### src/rtl/ifetch_pkg.sv
// Shared types and constants for the LEGv8 instruction fetch front end.
//   fetch_state_e : fetch sequencer states
//   INSTR_W       : instruction word width
//   PC_W          : program counter width
//   PC_INC        : sequential PC step
//   PC_ALIGN_MASK : clears the byte-offset bits of a redirect target
package ifetch_pkg;

    localparam int unsigned INSTR_W = 32;
    localparam int unsigned PC_W    = 64;

    localparam logic [PC_W-1:0] PC_INC        = 64'd4;
    localparam logic [PC_W-1:0] PC_ALIGN_MASK = ~64'h3;

    typedef enum logic [2:0] {
        IDLE  = 3'd0,
        REQ   = 3'd1,
        WAIT  = 3'd2,
        HOLD  = 3'd3,
        FAULT = 3'd4
    } fetch_state_e;

endpackage

### src/rtl/fetch_pc_reg.sv
// Program counter register for the fetch front end.
//   i_clk     : rising-edge clock
//   i_rst_n   : asynchronous active-low reset, loads RESET_PC
//   i_load    : load i_load_pc (redirect), wins over increment
//   i_load_pc : redirect target, already word aligned
//   i_inc     : advance by PC_INC (wraps modulo 2^64)
//   o_pc      : current program counter
module fetch_pc_reg
    import ifetch_pkg::*;
#(
    parameter logic [63:0] RESET_PC = 64'h0
) (
    input  logic            i_clk,
    input  logic            i_rst_n,
    input  logic            i_load,
    input  logic [PC_W-1:0] i_load_pc,
    input  logic            i_inc,
    output logic [PC_W-1:0] o_pc
);

    logic [PC_W-1:0] r_pc;

    // Redirect load has priority over sequential advance.
    always_ff @(posedge i_clk or negedge i_rst_n) begin
        if (!i_rst_n) begin
            r_pc <= RESET_PC;
        end else if (i_load) begin
            r_pc <= i_load_pc;
        end else if (i_inc) begin
            r_pc <= r_pc + PC_INC;
        end
    end

    assign o_pc = r_pc;

endmodule

### src/rtl/instruction_fetch.sv
// Sequential instruction fetch front end: holds the PC, issues one
// instruction-memory read at a time and hands each returned word with its
// PC to decode. A branch redirect reloads the PC and squashes wrong-path data.
//
// Optional feature macro: IFETCH_MISALIGN_CHECK_EN
//   defined   : a redirect to a non word-aligned target enters FAULT
//               (Fault=1, no requests, no instructions) until reset.
//   undefined : target bits [1:0] are dropped; Fault is tied low.
//
// Ports
//   CLK, Reset_L                 : clock, async active-low reset
//   ImemReqValid/Ready, ImemAddr : instruction-memory request channel
//   ImemRspValid, ImemRspData    : one response per accepted request
//   InstrValid/Ready, Instr,
//   InstrPC                      : decode channel
//   Redirect, RedirectPC         : single-cycle branch redirect
//   Fault                        : misaligned-redirect fault
module instruction_fetch
    import ifetch_pkg::*;
#(
    parameter logic [63:0] RESET_PC = 64'h0
) (
    input  logic                CLK,
    input  logic                Reset_L,
    output logic                ImemReqValid,
    input  logic                ImemReqReady,
    output logic [PC_W-1:0]     ImemAddr,
    input  logic                ImemRspValid,
    input  logic [INSTR_W-1:0]  ImemRspData,
    output logic                InstrValid,
    input  logic                InstrReady,
    output logic [INSTR_W-1:0]  Instr,
    output logic [PC_W-1:0]     InstrPC,
    input  logic                Redirect,
    input  logic [PC_W-1:0]     RedirectPC,
    output logic                Fault
);

    fetch_state_e       r_state;
    logic [PC_W-1:0]    r_req_pc;
    logic [PC_W-1:0]    r_instr_pc;
    logic [INSTR_W-1:0] r_instr;
    logic               r_squash;
    logic               r_req_valid;
    logic               r_instr_valid;

    logic [PC_W-1:0]    w_pc;
    logic [PC_W-1:0]    w_target;
    logic               w_redirect_live;
    logic               w_pc_load;
    logic               w_pc_inc;
`ifdef IFETCH_MISALIGN_CHECK_EN
    logic               w_bad_redirect;
    logic               r_fault;
`endif

    // PC controls: redirect honoured in every state but FAULT; advance on an
    // accepted request that is not being overridden by a redirect.
    always_comb begin
        w_redirect_live = Redirect && (r_state != FAULT);
        w_target        = RedirectPC & PC_ALIGN_MASK;
`ifdef IFETCH_MISALIGN_CHECK_EN
        w_bad_redirect  = w_redirect_live && (RedirectPC[1:0] != 2'b00);
        w_pc_load       = w_redirect_live && !w_bad_redirect;
`else
        w_pc_load       = w_redirect_live;
`endif
        w_pc_inc        = (r_state == REQ) && ImemReqReady && !Redirect;
    end

    fetch_pc_reg #(
        .RESET_PC (RESET_PC)
    ) u_pc (
        .i_clk     (CLK),
        .i_rst_n   (Reset_L),
        .i_load    (w_pc_load),
        .i_load_pc (w_target),
        .i_inc     (w_pc_inc),
        .o_pc      (w_pc)
    );

    // Fetch sequencer with registered handshake outputs.
    always_ff @(posedge CLK or negedge Reset_L) begin
        if (!Reset_L) begin
            r_state       <= IDLE;
            r_req_pc      <= RESET_PC;
            r_instr_pc    <= '0;
            r_instr       <= '0;
            r_squash      <= 1'b0;
            r_req_valid   <= 1'b0;
            r_instr_valid <= 1'b0;
`ifdef IFETCH_MISALIGN_CHECK_EN
            r_fault       <= 1'b0;
`endif
        end else begin
`ifdef IFETCH_MISALIGN_CHECK_EN
            if (w_bad_redirect) begin
                // Any outstanding response is ignored from here on.
                r_state       <= FAULT;
                r_fault       <= 1'b1;
                r_req_valid   <= 1'b0;
                r_instr_valid <= 1'b0;
                r_squash      <= 1'b0;
            end else begin
`endif
            case (r_state)
                IDLE: begin
                    r_state     <= REQ;
                    r_req_valid <= 1'b1;
                end
                REQ: begin
                    if (Redirect) begin
                        // Accepted request is wrong-path; without ready we
                        // simply re-present at the new PC next cycle.
                        if (ImemReqReady) begin
                            r_state     <= WAIT;
                            r_squash    <= 1'b1;
                            r_req_valid <= 1'b0;
                        end
                    end else if (ImemReqReady) begin
                        r_req_pc    <= w_pc;
                        r_state     <= WAIT;
                        r_req_valid <= 1'b0;
                    end
                end
                WAIT: begin
                    if (Redirect) begin
                        if (ImemRspValid) begin
                            r_squash    <= 1'b0;
                            r_state     <= REQ;
                            r_req_valid <= 1'b1;
                        end else begin
                            r_squash    <= 1'b1;
                        end
                    end else if (ImemRspValid) begin
                        if (r_squash) begin
                            r_squash    <= 1'b0;
                            r_state     <= REQ;
                            r_req_valid <= 1'b1;
                        end else begin
                            r_instr       <= ImemRspData;
                            r_instr_pc    <= r_req_pc;
                            r_state       <= HOLD;
                            r_instr_valid <= 1'b1;
                        end
                    end
                end
                HOLD: begin
                    // Redirect with or without acceptance ends the hold.
                    if (Redirect || InstrReady) begin
                        r_instr_valid <= 1'b0;
                        r_state       <= REQ;
                        r_req_valid   <= 1'b1;
                    end
                end
                FAULT: begin
                    r_state <= FAULT;
                end
                default: begin
                    r_state       <= IDLE;
                    r_req_valid   <= 1'b0;
                    r_instr_valid <= 1'b0;
                    r_squash      <= 1'b0;
                end
            endcase
`ifdef IFETCH_MISALIGN_CHECK_EN
            end
`endif
        end
    end

    assign ImemReqValid = r_req_valid;
    assign ImemAddr     = w_pc;
    assign InstrValid   = r_instr_valid;
    assign Instr        = r_instr;
    assign InstrPC      = r_instr_pc;
`ifdef IFETCH_MISALIGN_CHECK_EN
    assign Fault        = r_fault;
`else
    assign Fault        = 1'b0;
`endif

endmodule

### config.mk
export PLATFORM = sky130hd
export DESIGN_NAME = instruction_fetch
export DESIGN_NICKNAME = d
export VERILOG_FILES = /design/src/rtl/ifetch_pkg.sv /design/src/rtl/fetch_pc_reg.sv /design/src/rtl/instruction_fetch.sv
export SDC_FILE = /design/constraint.sdc
export NUM_CORES = 1
export LEC_CHECK = 0
export CAP_MARGIN = 15
export CELL_PAD_IN_SITES_DETAIL_PLACEMENT = 0
export CELL_PAD_IN_SITES_GLOBAL_PLACEMENT = 1
export CORE_ASPECT_RATIO = 0.9
export CORE_MARGIN = 1
export CORE_UTILIZATION = 45
export CTS_BUF_LIST = sky130_fd_sc_hd__clkbuf_16
export CTS_CLUSTER_SIZE = 25
export DETAILED_ROUTE_END_ITERATION = 16
export DONT_BUFFER_PORTS = 1
export PLACE_DENSITY_LB_ADDON = 0.25
export SYNTH_ARGS = -nofsm -noshare
export SYNTH_HDL_FRONTEND = slang
export SYNTH_HIERARCHICAL = 1
export SYNTH_SLANG_ARGS = --single-unit
### constraint.sdc
create_clock -name CLK -period 3.1 [get_ports CLK]
set_clock_uncertainty 0.1 [all_clocks]
set_input_delay 0.62 -clock CLK [delete_from_list [all_inputs] [get_ports CLK]]
set_output_delay 0.62 -clock CLK [all_outputs]
set_load 0.02 [all_outputs]
==> flow_summary.json <==
{
  "worst-endpoint-required_ns": 3.44,
  "wl_met2_mm": 11.30,
  "synth_top_family_by_area": "multiplexers",
  "synth_top_area_cell": "dfrtp_1",
  "vias_per_cell": 5.626,
  "drtIter0Drc": 358,
  "clk_path_buf_depth": 3,
  "portBuffers": 0,
  "post-cts-setup-buffer-count": 0,
  "grt_max_degree": 231,
  "cp_slowest_cell": "or4_1",
  "fp.dieH_um": 145.3,
  "startpoint_type": "register",
  "grt_pass1_wl_mm": 37.77,
  "fin_area_mm2": 0.01140,
  "synthAdderAreaFrac": 0.001219,
  "track_usage": 0.2014,
  "fin_crit_sh": 0.8781,
  "max_stage_delay_ns": 0.54,
  "status": "finished, violations left",
  "grt_pass1_vias": 6665,
  "cp_cell_sequence": "nor2b_2 -> nand3_4 -> inv_1 -> nand3_1 -> nor4_2 -> nand4_1 -> or4_1 -> a31oi_1",
  "routed-wl-met3_mm": 1.820,
  "clk_latency_ns": 0.52,
  "violations": "hold timing",
  "worst_slew_pin_slew_ns": 0.9102,
  "drcViolationCount": 0,
  "fmax_ghz": 0.3674,
  "num_io_pins": 265,
  "crit_buf_inv": 1,
  "whs_ns": -0.3029,
  "drive_gt1_frac": 0.2796,
  "dieArea_mm2": 0.02343,
  "syn_inst": 809,
  "cp_max_fo": 6,
  "critPathArrivalTime_ns": 3.06,
  "cp_top_family": "simple AND/OR/NAND/NOR gates",
  "clk_pin_slew_worst_paths_ns": 0.07,
  "coreArea_mm2": 0.02245,
  "yosys_warnings": 6,
  "start_util": 0.4574,
  "leakagePower_nw": 5.019,
  "top_layer": "met4",
  "num_rows": 52,
  "place_congestion": 0.7795,
  "rsz0062_at_grt": "no",
  "detail-route-antenna-nets": 0,
  "diodes": 0,
  "synth-simple-area-share": 0.1271,
  "via_count": 6419,
  "finalSetupViolCount": 0,
  "synth_mux_area_frac": 0.1985,
  "seq_area_frac_synth": 0.5606,
  "clockRootBuffer": "clkbuf_16",
  "yosys.cell_count.top_type": "dfrtp_1",
  "tritoncts": "done",
  "period_needed_ns": 2.722,
  "numCtsBuffers": 24,
  "wl_mm": 23.90,
  "synth_common_cells": "230 x dfrtp_1, 117 x mux2_2, 73 x nand2_1",
  "syn_area_mm2": 0.01027,
  "cap_violations": 0,
  "irDropWorstVdd_uv": 537.6,
  "hold_viol": 230,
  "wl_met1_mm": 10.37,
  "synth-main-ff-cell": "dfrtp_1",
  "fill_cells": 1942,
  "setup.worst_path.end_class": "register",
  "synth-edff-count": 0,
  "p_per_area_mw_per_mm2": 838.4,
  "fin_nets": 929,
  "synth_xor_area_frac": 0.04095,
  "yosys.area.top_type_share": 0.5606,
  "slew_headroom": 0.3932,
  "wl_per_cell_um": 20.94,
  "synthTopCellsByArea": "dfrtp_1 56%, mux2_2 13%, mux2_4 5.8%",
  "synth_compound_area_frac": 0.04594,
  "overflow": 0,
  "antenna_found_initial": 0,
  "setup_tns_ns": 0,
  "htree_levels": 1,
  "avgSynthCellArea_um2": 12.69,
  "fin_util": 0.5078,
  "area_growth_pct": 11.02,
  "maxSlewViolCount": 0,
  "power_mw": 9.557,
  "cts.sinks": 230,
  "detailed_place_hpwl_mm": 16.42,
  "path_class": "register to register",
  "min_path_type": "input pin to asynchronous set/reset pin",
  "placed_area_mm2": 0.01065,
  "synth.distinct_cells": 53,
  "synth-seq-cells": 230,
  "drtPass1Iterations": 5,
  "synthArstFlopShare": 1.000,
  "chipWidth_um": 161.2
}
cells in the final DEF (no fill, tap or decap), types with 10 or more instances in the layout:
master	synthesis	final
mux2_4	40	40
nand4_1	35	35
nor2_1	31	31
inv_1	9	12
dfrtp_1	230	230
xnor2_1	16	16
nand2_1	73	73
a31oi_1	10	10
buf_4	1	24
nand3_1	25	24
clkbuf_16	0	25
mux2_2	117	117
o21ai_0	53	53
xor2_1	32	32
nor4_1	10	10
kinds of logic after synthesis:
group           Yosys count
compound gates           82
mux                     168
flops                   230
xor+xnor                 48
simple gates            234
buf+inv                  45
fa+ha+maj                 1
other cells               1
power breakdown:
group	switching, mW	total [mW]	internal (mW)
sequential	1.31	5.25	3.94
combinational	0.565	1.54	0.973
clock	1.22	2.77	1.55
cell type report:
class	count	area (µm²)	share of cell area
Clock inverter	19	127.6	0.01120
Tap cell	297	371.6	0.03260
Timing Repair Buffer	25	200.2	0.01756
Sequential cell	230	5756	0.5049
Multi-Input combinational cell	536	4284	0.3759
Inverter	9	33.78	0.002964
Clock buffer	25	625.6	0.05488
through the flow:
| stage | cells | setup slack [ns] |
|---|---|---|
| 2_1_floorplan | 811 | 0.1112 |
| 3_3_place_gp | 1097 | 0.3368 |
| 3_5_place_dp | 1097 | 0.2906 |
| 4_1_cts | 1141 | 0.3803 |
| 5_1_grt | 1141 | 0.2024 |
| 6_report | 1141 | 0.3779 |
path summary, 6_finish.rpt:
kind | from | end | slack [ns] | cells past startpoint
max | r_state[1]$_DFFE_PN0P_ | u_pc/o_pc[60]$_DFFE_PN0N_ | 0.38 | 8
min in group CLK | ImemReqReady | r_state[0]$_DFFE_PN0P_ | 0.10 | 1
max in group asynchronous | Reset_L | InstrPC[21]$_DFFE_PN0P_ | 2.98 | 0
max reg2reg | r_state[1]$_DFFE_PN0P_ | u_pc/o_pc[60]$_DFFE_PN0N_ | 0.38 | 8
min reg2reg | r_req_pc[22]$_DFFE_PN0P_ | InstrPC[22]$_DFFE_PN0P_ | 0.39 | 1
min | Reset_L | InstrPC[54]$_DFFE_PN0P_ | -0.30 | 0
repair_timing:
item	in CTS	in global routing
endpoints found under the hold margin	230	230
endpoints found under the setup margin	0	0
gates resized for setup	0	0
routing by layer:
metal	GRT usage	vias to the layer above
met4	0.04481	0
met2	0.3287	222
met1	0.2664	3218
met3	0.05718	27
met5	0	-
li1	-	2952
sequential cells by signal (all words and copies together), names as in the netlist:
name / cells
u_pc/o_pc: 64
Instr: 32
InstrValid: 1
InstrPC: 64
ImemReqValid: 1
r_state: 3
r_req_pc: 64
r_squash: 1
No activity file was read; power rests on OpenSTA's default activity.
